File: src/rtl/iob_native2iob_bridge.sv
// iob_native2iob_bridge: PicoRV32-style native port to N IOb channels.
// Routes by address MSBs and remaps fetches to the boot slave in boot mode.
// It acks writes internally and aborts hung accesses on a timeout.
// Ports:
//   clk_i, rst_i, cke_i            clock, sync reset, clock enable
//   boot_i                         boot mode (fetches -> BOOT_SLAVE)
//   n_valid_i..n_wstrb_i           native request (wstrb 0 = read)
//   n_rdata_o, n_ready_o, err_o    native completion (1-cycle pulse)
//   iob_avalid_o                   per-slave request (one-hot or 0)
//   iob_addr/wdata/wstrb_o         shared latched request fields
//   iob_ready_i, iob_rvalid_i      per-slave accept / read valid
//   iob_rdata_i                    per-slave read data, packed by index
module iob_native2iob_bridge #(
   parameter int ADDR_W     = 32,
   parameter int DATA_W     = 32,
   parameter int N_SLAVES   = 2,
   parameter int SEL_W      = 1,
   parameter int BOOT_SLAVE = 0,
   parameter int TIMEOUT_W  = 8,
   parameter logic [DATA_W-1:0] ERR_DATA = DATA_W'(32'hDEADBEEF),
   localparam int WSTRB_W   = DATA_W / 8
) (
   input  logic                       clk_i,
   input  logic                       rst_i,
   input  logic                       cke_i,
   input  logic                       boot_i,
   input  logic                       n_valid_i,
   input  logic                       n_instr_i,
   input  logic [ADDR_W-1:0]          n_addr_i,
   input  logic [DATA_W-1:0]          n_wdata_i,
   input  logic [WSTRB_W-1:0]         n_wstrb_i,
   output logic [DATA_W-1:0]          n_rdata_o,
   output logic                       n_ready_o,
   output logic                       err_o,
   output logic [N_SLAVES-1:0]        iob_avalid_o,
   output logic [ADDR_W-1:0]          iob_addr_o,
   output logic [DATA_W-1:0]          iob_wdata_o,
   output logic [WSTRB_W-1:0]         iob_wstrb_o,
   input  logic [N_SLAVES-1:0]        iob_ready_i,
   input  logic [N_SLAVES-1:0]        iob_rvalid_i,
   input  logic [N_SLAVES*DATA_W-1:0] iob_rdata_i
);

   typedef enum logic [1:0] {
      IDLE,
      REQ,
      RESP,
      ACK
   } state_t;

   // Last timer value before the limit: the next waiting
   // cycle would reach 2**TIMEOUT_W-1, so abort on it.
   localparam logic [TIMEOUT_W-1:0] T_LAST =
      TIMEOUT_W'((2 ** TIMEOUT_W) - 2);

   state_t               state_q;
   logic [SEL_W-1:0]     sel_q;
   logic [TIMEOUT_W-1:0] timer_q;

   logic [SEL_W-1:0]     sel_n;
   logic                 sel_ok;
   logic [N_SLAVES-1:0]  onehot_n;
   logic                 rdy_sel;
   logic                 rvl_sel;
   logic [DATA_W-1:0]    rdata_sel;
   logic                 to_hit;

   // Decode the incoming request and mux the latched
   // slave's handshake; other slaves are never looked at.
   always_comb begin
      sel_n = (boot_i & n_instr_i) ? SEL_W'(BOOT_SLAVE)
                                   : n_addr_i[ADDR_W-1 -: SEL_W];
      sel_ok    = 1'b0;
      onehot_n  = '0;
      rdy_sel   = 1'b0;
      rvl_sel   = 1'b0;
      rdata_sel = '0;
      for (int k = 0; k < N_SLAVES; k++) begin
         if (sel_n == SEL_W'(k)) begin
            sel_ok      = 1'b1;
            onehot_n[k] = 1'b1;
         end
         if (sel_q == SEL_W'(k)) begin
            rdy_sel   = iob_ready_i[k];
            rvl_sel   = iob_rvalid_i[k];
            rdata_sel = iob_rdata_i[k*DATA_W +: DATA_W];
         end
      end
   end

   assign to_hit = (timer_q == T_LAST);

   always_ff @(posedge clk_i) begin
      if (rst_i) begin
         state_q      <= IDLE;
         sel_q        <= '0;
         timer_q      <= '0;
         n_ready_o    <= 1'b0;
         err_o        <= 1'b0;
         n_rdata_o    <= '0;
         iob_avalid_o <= '0;
         iob_addr_o   <= '0;
         iob_wdata_o  <= '0;
         iob_wstrb_o  <= '0;
      end else if (cke_i) begin
         unique case (state_q)
            IDLE: begin
               n_ready_o <= 1'b0;
               err_o     <= 1'b0;
               if (n_valid_i) begin
                  iob_addr_o  <= n_addr_i;
                  iob_wdata_o <= n_wdata_i;
                  iob_wstrb_o <= n_wstrb_i;
                  sel_q       <= sel_n;
                  timer_q     <= '0;
                  if (sel_ok) begin
                     iob_avalid_o <= onehot_n;
                     state_q      <= REQ;
                  end else begin
                     // no such slave: error ack, no bus cycle
                     state_q   <= ACK;
                     n_ready_o <= 1'b1;
                     err_o     <= 1'b1;
                     n_rdata_o <= ERR_DATA;
                  end
               end
            end
            REQ: begin
               timer_q <= timer_q + TIMEOUT_W'(1);
               if (rdy_sel) begin
                  iob_avalid_o <= '0;
                  if (|iob_wstrb_o) begin
                     // writes are acked locally on accept
                     state_q   <= ACK;
                     n_ready_o <= 1'b1;
                     n_rdata_o <= '0;
                  end else begin
                     state_q <= RESP;
                  end
               end else if (to_hit) begin
                  iob_avalid_o <= '0;
                  state_q      <= ACK;
                  n_ready_o    <= 1'b1;
                  err_o        <= 1'b1;
                  n_rdata_o    <= ERR_DATA;
               end
            end
            RESP: begin
               timer_q <= timer_q + TIMEOUT_W'(1);
               if (rvl_sel) begin
                  state_q   <= ACK;
                  n_ready_o <= 1'b1;
                  n_rdata_o <= rdata_sel;
               end else if (to_hit) begin
                  state_q   <= ACK;
                  n_ready_o <= 1'b1;
                  err_o     <= 1'b1;
                  n_rdata_o <= ERR_DATA;
               end
            end
            ACK: begin
               n_ready_o <= 1'b0;
               err_o     <= 1'b0;
               state_q   <= IDLE;
            end
            default: state_q <= IDLE;
         endcase
      end
   end

endmodule

File: config.mk
export PLATFORM = sky130hd
export DESIGN_NAME = iob_native2iob_bridge
export DESIGN_NICKNAME = d
export VERILOG_FILES = /design/src/rtl/iob_native2iob_bridge.sv
export SDC_FILE = /design/constraint.sdc
export NUM_CORES = 1
export LEC_CHECK = 0
export CORE_MARGIN = 3
export CORE_UTILIZATION = 45
export CTS_BUF_LIST = sky130_fd_sc_hd__clkbuf_2 sky130_fd_sc_hd__clkbuf_4 sky130_fd_sc_hd__clkbuf_8
export CTS_CLUSTER_SIZE = 12
export DETAILED_ROUTE_END_ITERATION = 8
export PLACE_DENSITY = 0.95
export SYNTH_ARGS = -nofsm -noshare
export SYNTH_HDL_FRONTEND = slang
export SYNTH_SLANG_ARGS = --single-unit
File: constraint.sdc
create_clock -name clk_i -period 5.1 [get_ports clk_i]
set_input_delay 0.51 -clock clk_i [delete_from_list [all_inputs] [get_ports clk_i]]
set_output_delay 0.51 -clock clk_i [all_outputs]
set_load 0.02 [all_outputs]
Word level (Yosys, flattened, before mapping)
Index checks and enable logic that the tools add are counted.
- register bits after elaboration: 115
- latch bits: 0
- bits in writable memories: 0
- ROM bits: 0
- input bits: 142
- logic and storage cells: 67
- memories: 0
- add/subtract/negate cells: 1
- $mul: 0
- div/mod/pow operators: 0
- magnitude comparators: 0
- equality and inequality tests: 9
- shifts and indexed selects: 0
- multiplexer cells: 32
- bitwise logic cells: 1
- reductions and logical operators: 14
- operators by type and width (cell ; count):
    2-to-1 mux 32 bit ; 5
    one-hot mux 32 bit (2 select lines) ; 1
    one-hot mux 8 bit (2 select lines) ; 1
    2-to-1 mux 2 bit ; 7
    2-to-1 mux 1 bit ; 13
    AND reduction 3 bit ; 4
    adder 8 x 1 -> 8 bit, second input constant ; 1
    == test 8 bit, second input constant ; 1
    2-to-1 mux 8 bit ; 1
    one-hot mux 2 bit (4 select lines) ; 1
    inequality test 2 bit, second input constant ; 3
    inequality test 3 bit, second input constant ; 2
    one-hot mux 1 bit (3 select lines) ; 2
    nonzero test 2 bit ; 3
    == test 2 bit, second input constant ; 2
    one-hot mux 2 bit (2 select lines) ; 1
    AND reduction 2 bit ; 2
    AND reduction 4 bit ; 1
    OR reduction 2 bit ; 2
    OR reduction 4 bit ; 1
    == test 2 x 1 -> 1 bit, second input constant ; 1
    logical NOT 2 bit ; 1
    AND 1 bit ; 1

Longest topological paths before layout
- depth after elaboration: 5
- depth in mapped cells: 9
- gate-level depth less buffers: 6

Least setup slack after synthesis
No wires, ideal clock.
- path kind: register -> register
- start point: reg state_q[1]
- end point: reg n_rdata_o[0]
- setup time: 0.087 ns
- arrival time: 1.807 ns
- required time: 5.013 ns
- slack: 3.206 ns
- cell stages (with the launch flop): 9
- period minus slack after synthesis: 1.894 ns
- cells stage by stage: dfxtp_1 inv_1 ha_1 clkbuf_1 o21ai_0 a31oi_4 o21ai_2 buf_6 a221oi_2
- cells in the longest elaborated chain, start to end: 3
- RTL lines (item ; line ; source):
    start: declaration ; 56 ; state_t state_q;
    start signal: assignment ; 95 ; state_q <= IDLE;
    start signal: assignment ; 118 ; state_q <= REQ;
    start signal: assignment ; 121 ; state_q <= ACK;
    == test 2 x 1 -> 1 bit / == test 2 bit (equally long branches) ; 106 ; unique case (state_q)
    inequality test 3 bit (no line) / nonzero test 2 bit (equally long branches) ; - ;
    AND reduction 3 bit (no line) ; - ;
    end signal: assignment ; 153 ; n_rdata_o <= rdata_sel;
    end: declaration ; 32 ; output logic [DATA_W-1:0] n_rdata_o,
Parallel ways exist; a longest one is shown, timed or not.
A chain may end at the register's enable or synchronous reset.

Final worst setup path
- start point: in cke_i
- end point: reg n_rdata_o[18]
- cells in the longest elaborated chain, start to end: 1
- RTL lines (item ; line ; source):
    start: declaration ; 25 ; input logic cke_i,
    AND reduction 3 bit (no line) ; - ;
Every way passes these cells.

==> impl_metrics.tcl <==
set metrics [dict create \
    outcome "complete, no violations" \
    viasPerCell 5.429 \
    path_max_fanout 27 \
    diodes 0 \
    yosysMostFrequentCell "nand2_1" \
    crit-reg2reg-launch "state_q[1]" \
    avgRoutedWirePerCell_um 17.95 \
    synth.net_count 731 \
    drive_gt1_share_pct 10.98 \
    required_ns 5.42 \
    regArea_sq_mm 0.002303 \
    critPathCapture "n_rdata_o[18]" \
    start_util_pct 47.46 \
    cap_violations 0 \
    row_count 37 \
    grt_max_degree 74 \
    p_comb_share_pct 19.2 \
    core_sq_mm 0.01060 \
    cts_htree_levels 4 \
    slew_headroom_pct 20.05 \
    crit_start "cke_i" \
    setup_violations 0 \
    cp-end-kind "flop" \
    rrSetupSlack_ns 2.33 \
    path_delay_family "compound AO/OA/AOI/OAI gates" \
    synth_warnings 0 \
    fin_tns_setup_ns 0 \
    synth.largest_area_cell "dfxtp_1" \
    cts_setup_buffers 0 \
    power_density_mw_per_mm2 283.0 \
    fmax_mhz 348.1 \
    via_count 5190 \
    power_frac_clock_pct 37.9 \
    globalRouteOverflowTotal 0 \
    ys.flop_type "dfxtp_1" \
    io_buffer_count 245 \
    place.gp.congestion 0.8735 \
    worst_pin_slew_ns 1.199 \
    cts_buffers 17 \
    path_buf_inv 2 \
    drt.antenna.violating_nets 0 \
    p_leak_nw 2.718 \
    r2r_cells 7 \
    cts_tree "done" \
    cts_sinks 115 \
    max-clock-path-buffers 2 \
    hp-class "reg -> reg" \
    synth_area_sq_mm 0.005031 \
    max_stage_delay_ns 0.89 \
    r2r_end "n_rdata_o[18]" \
    fin_crit_sh_pct 56.32 \
    dp_hpwl_um 12580 \
    p_sw_share_pct 26.86 \
    wl_um 17160 \
    insertion_delay_ns 0.42 \
    drc 0 \
    cts_resized 0 \
    rsz0062_at_grt "false" \
    antenna_found_initial 0 \
    hold_violations 0 \
    synth_commonest_cells "nand2_1, dfxtp_1, a21oi_1, inv_1, clkbuf_1" \
    nFillCells 681 \
    clk_transition_reported_paths_ns 0.07 \
    fin_worst_skew_ns 0.009836 \
    path_cells "clkdlybuf4s50_1 > o21ai_0 > a31oi_4 > o21ai_2 > buf_4 > a221oi_1" \
    start_kind "primary input" \
    grt_pass1_wl_um 27880 \
    nets 956 \
    clockRootBuffer "clkbuf_8" \
    finalPower_w 0.002236 \
    yosys.cell_types.count 40 \
    multiInputGateArea_sq_mm 0.002405 \
    ys_ff_latch 115 \
    synth_edf_count 0 \
    max-vdd-ir-drop_mv 0.2230 \
    ys_top_cells_by_area "dfxtp_1, nand2_1, a21oi_1" \
    power_switching_w 0.0006005 \
    grt_util_all_layers_pct 27.51 \
    drt_iter0_markers 204 \
    path_class "in -> reg" \
    grt_pass1_vias 5502 \
    syn_to_final_growth_pct 57.05 \
    synthArstFlopShare_pct 0 \
    seqPwrFrac_pct 42.9 \
    slew_viol_final 0 \
    die_area_sq_mm 0.01248 \
    holdBufCountCts 0 \
    synthCells 583 \
    die_h_um 111.7 \
    crit_arrival_ns 3.19 \
    synth_top_area_share_pct 45.76 \
    fp.dieW_um 111.7 \
    worst-path-stages 6 \
    drt_first_pass_iters 7 \
    min_period_ns 2.873 \
    pin_count 246 \
    internal_power_w 0.001635 \
    ys_seq_area_share_pct 45.76 \
    critPathSlowestCell "a31oi_4" \
    avgSynthCellArea_sq_um 8.630 \
]
metrics by stage:
stage / cells / util, % / area [sq um] / hold slack [ns] / setup slack, ns
floorplan: 583 / - / 5031 / 0.4577 / 3.206
global placement: 925 / 70.75 / 7501 / 0.4412 / 1.949
detailed placement: 925 / 70.75 / 7501 / 0.4465 / 1.809
finish: 956 / 74.53 / 7901 / 0.4539 / 2.227
CTS: 956 / 74.53 / 7901 / 0.4547 / 2.268
global route: 956 / 74.53 / 7901 / 0.4812 / 2.044
worst min-delay path by stage:
| stage | startpoint | depth (start not counted) | end | slack (ns) |
|---|---|---|---|---|
| floorplan | timer_q[0] | 2 | timer_q[0] | 0.46 |
| global placement | iob_addr_o[10] | 2 | iob_addr_o[10] | 0.44 |
| detailed placement | iob_addr_o[10] | 2 | iob_addr_o[10] | 0.45 |
| CTS | iob_addr_o[10] | 2 | iob_addr_o[10] | 0.45 |
| global route | iob_addr_o[6] | 2 | iob_addr_o[6] | 0.48 |
| finish | iob_addr_o[10] | 2 | iob_addr_o[10] | 0.45 |
cell type report:
cell class | count | share of cell area (%)
clock buffer | 22 | 3.753
clock inverter | 9 | 1.314
inverter | 38 | 1.805
multi-input combinational | 387 | 30.44
sequential | 115 | 29.15
tap | 136 | 2.154
timing repair buffer | 249 | 31.39
flip-flops by register name (all words and copies together) (netlist names):
| signal | count |
|---|---|
| iob_addr_o | 32 |
| iob_wdata_o | 32 |
| n_rdata_o | 32 |
| timer_q | 8 |
| iob_wstrb_o | 4 |
| iob_avalid_o | 2 |
| state_q | 2 |
| err_o | 1 |
| n_ready_o | 1 |
| sel_q | 1 |
logic make-up after synthesis:
family / after synthesis / synth area share [%]
adders and majority gates: 6 / 1.492
buffers and inverters: 81 / 6.565
xor gates and xnor gates: 5 / 0.8704
AOI/OAI and AO/OA: 157 / 22.11
DFF: 115 / 45.76
and+or+nand+nor: 182 / 15.10
muxes: 37 / 8.107
power by group through the flow:
stage	Combinational, W	Sequential (W)	Clock [W]
after CTS	0.000431	0.000958	0.000860
after global routing	0.000463	0.000961	0.000905
after global placement	0.000412	0.000974	0
after detailed placement	0.000426	0.000977	0
after floorplan	0.000165	0.00102	0
final	0.000429	0.000958	0.000848
metal layers:
layer / share of wire (%) / vias up / global-route usage (%)
met3: 11 / 40 / 11.25
met4: 2.7 / 0 / 10.38
met2: 51 / 264 / 49.04
met5: 0 / - / 0
met1: 36 / 2430 / 28.94
li1: - / 2456 / -
tightest hold or removal path, stage by stage (launching register included):
cell	delay, ns
dfxtp_1	0.31
nand2_1	0.05
a21oi_1	0.05
cells in the final DEF (no fill, tap or decap), drive strengths merged, types with 2 or more instances in the layout:
| cell | synthesis | final |
|---|---|---|
| bufinv | 0 | 2 |
| nand3 | 8 | 8 |
| xor2 | 5 | 5 |
| nor2 | 10 | 10 |
| o21bai | 2 | 2 |
| o21ai | 28 | 28 |
| a21oi | 78 | 78 |
| clkinv | 0 | 5 |
| inv | 38 | 38 |
| and3 | 4 | 4 |
| a32oi | 2 | 2 |
| buf | 7 | 5 |
| and2 | 5 | 5 |
| mux2i | 10 | 10 |
| a211oi | 2 | 2 |
| o32ai | 6 | 6 |
| clkinvlp | 0 | 2 |
| a221oi | 26 | 26 |
| ha | 6 | 6 |
| dfxtp | 115 | 115 |
| clkdlybuf4s50 | 0 | 244 |
| nand2 | 146 | 146 |
| o31a | 2 | 2 |
| clkbuf | 36 | 22 |
| a2111oi | 4 | 4 |
| nand4 | 4 | 4 |
| mux2 | 27 | 27 |
Note: power is estimated with default switching activity, not from simulation.
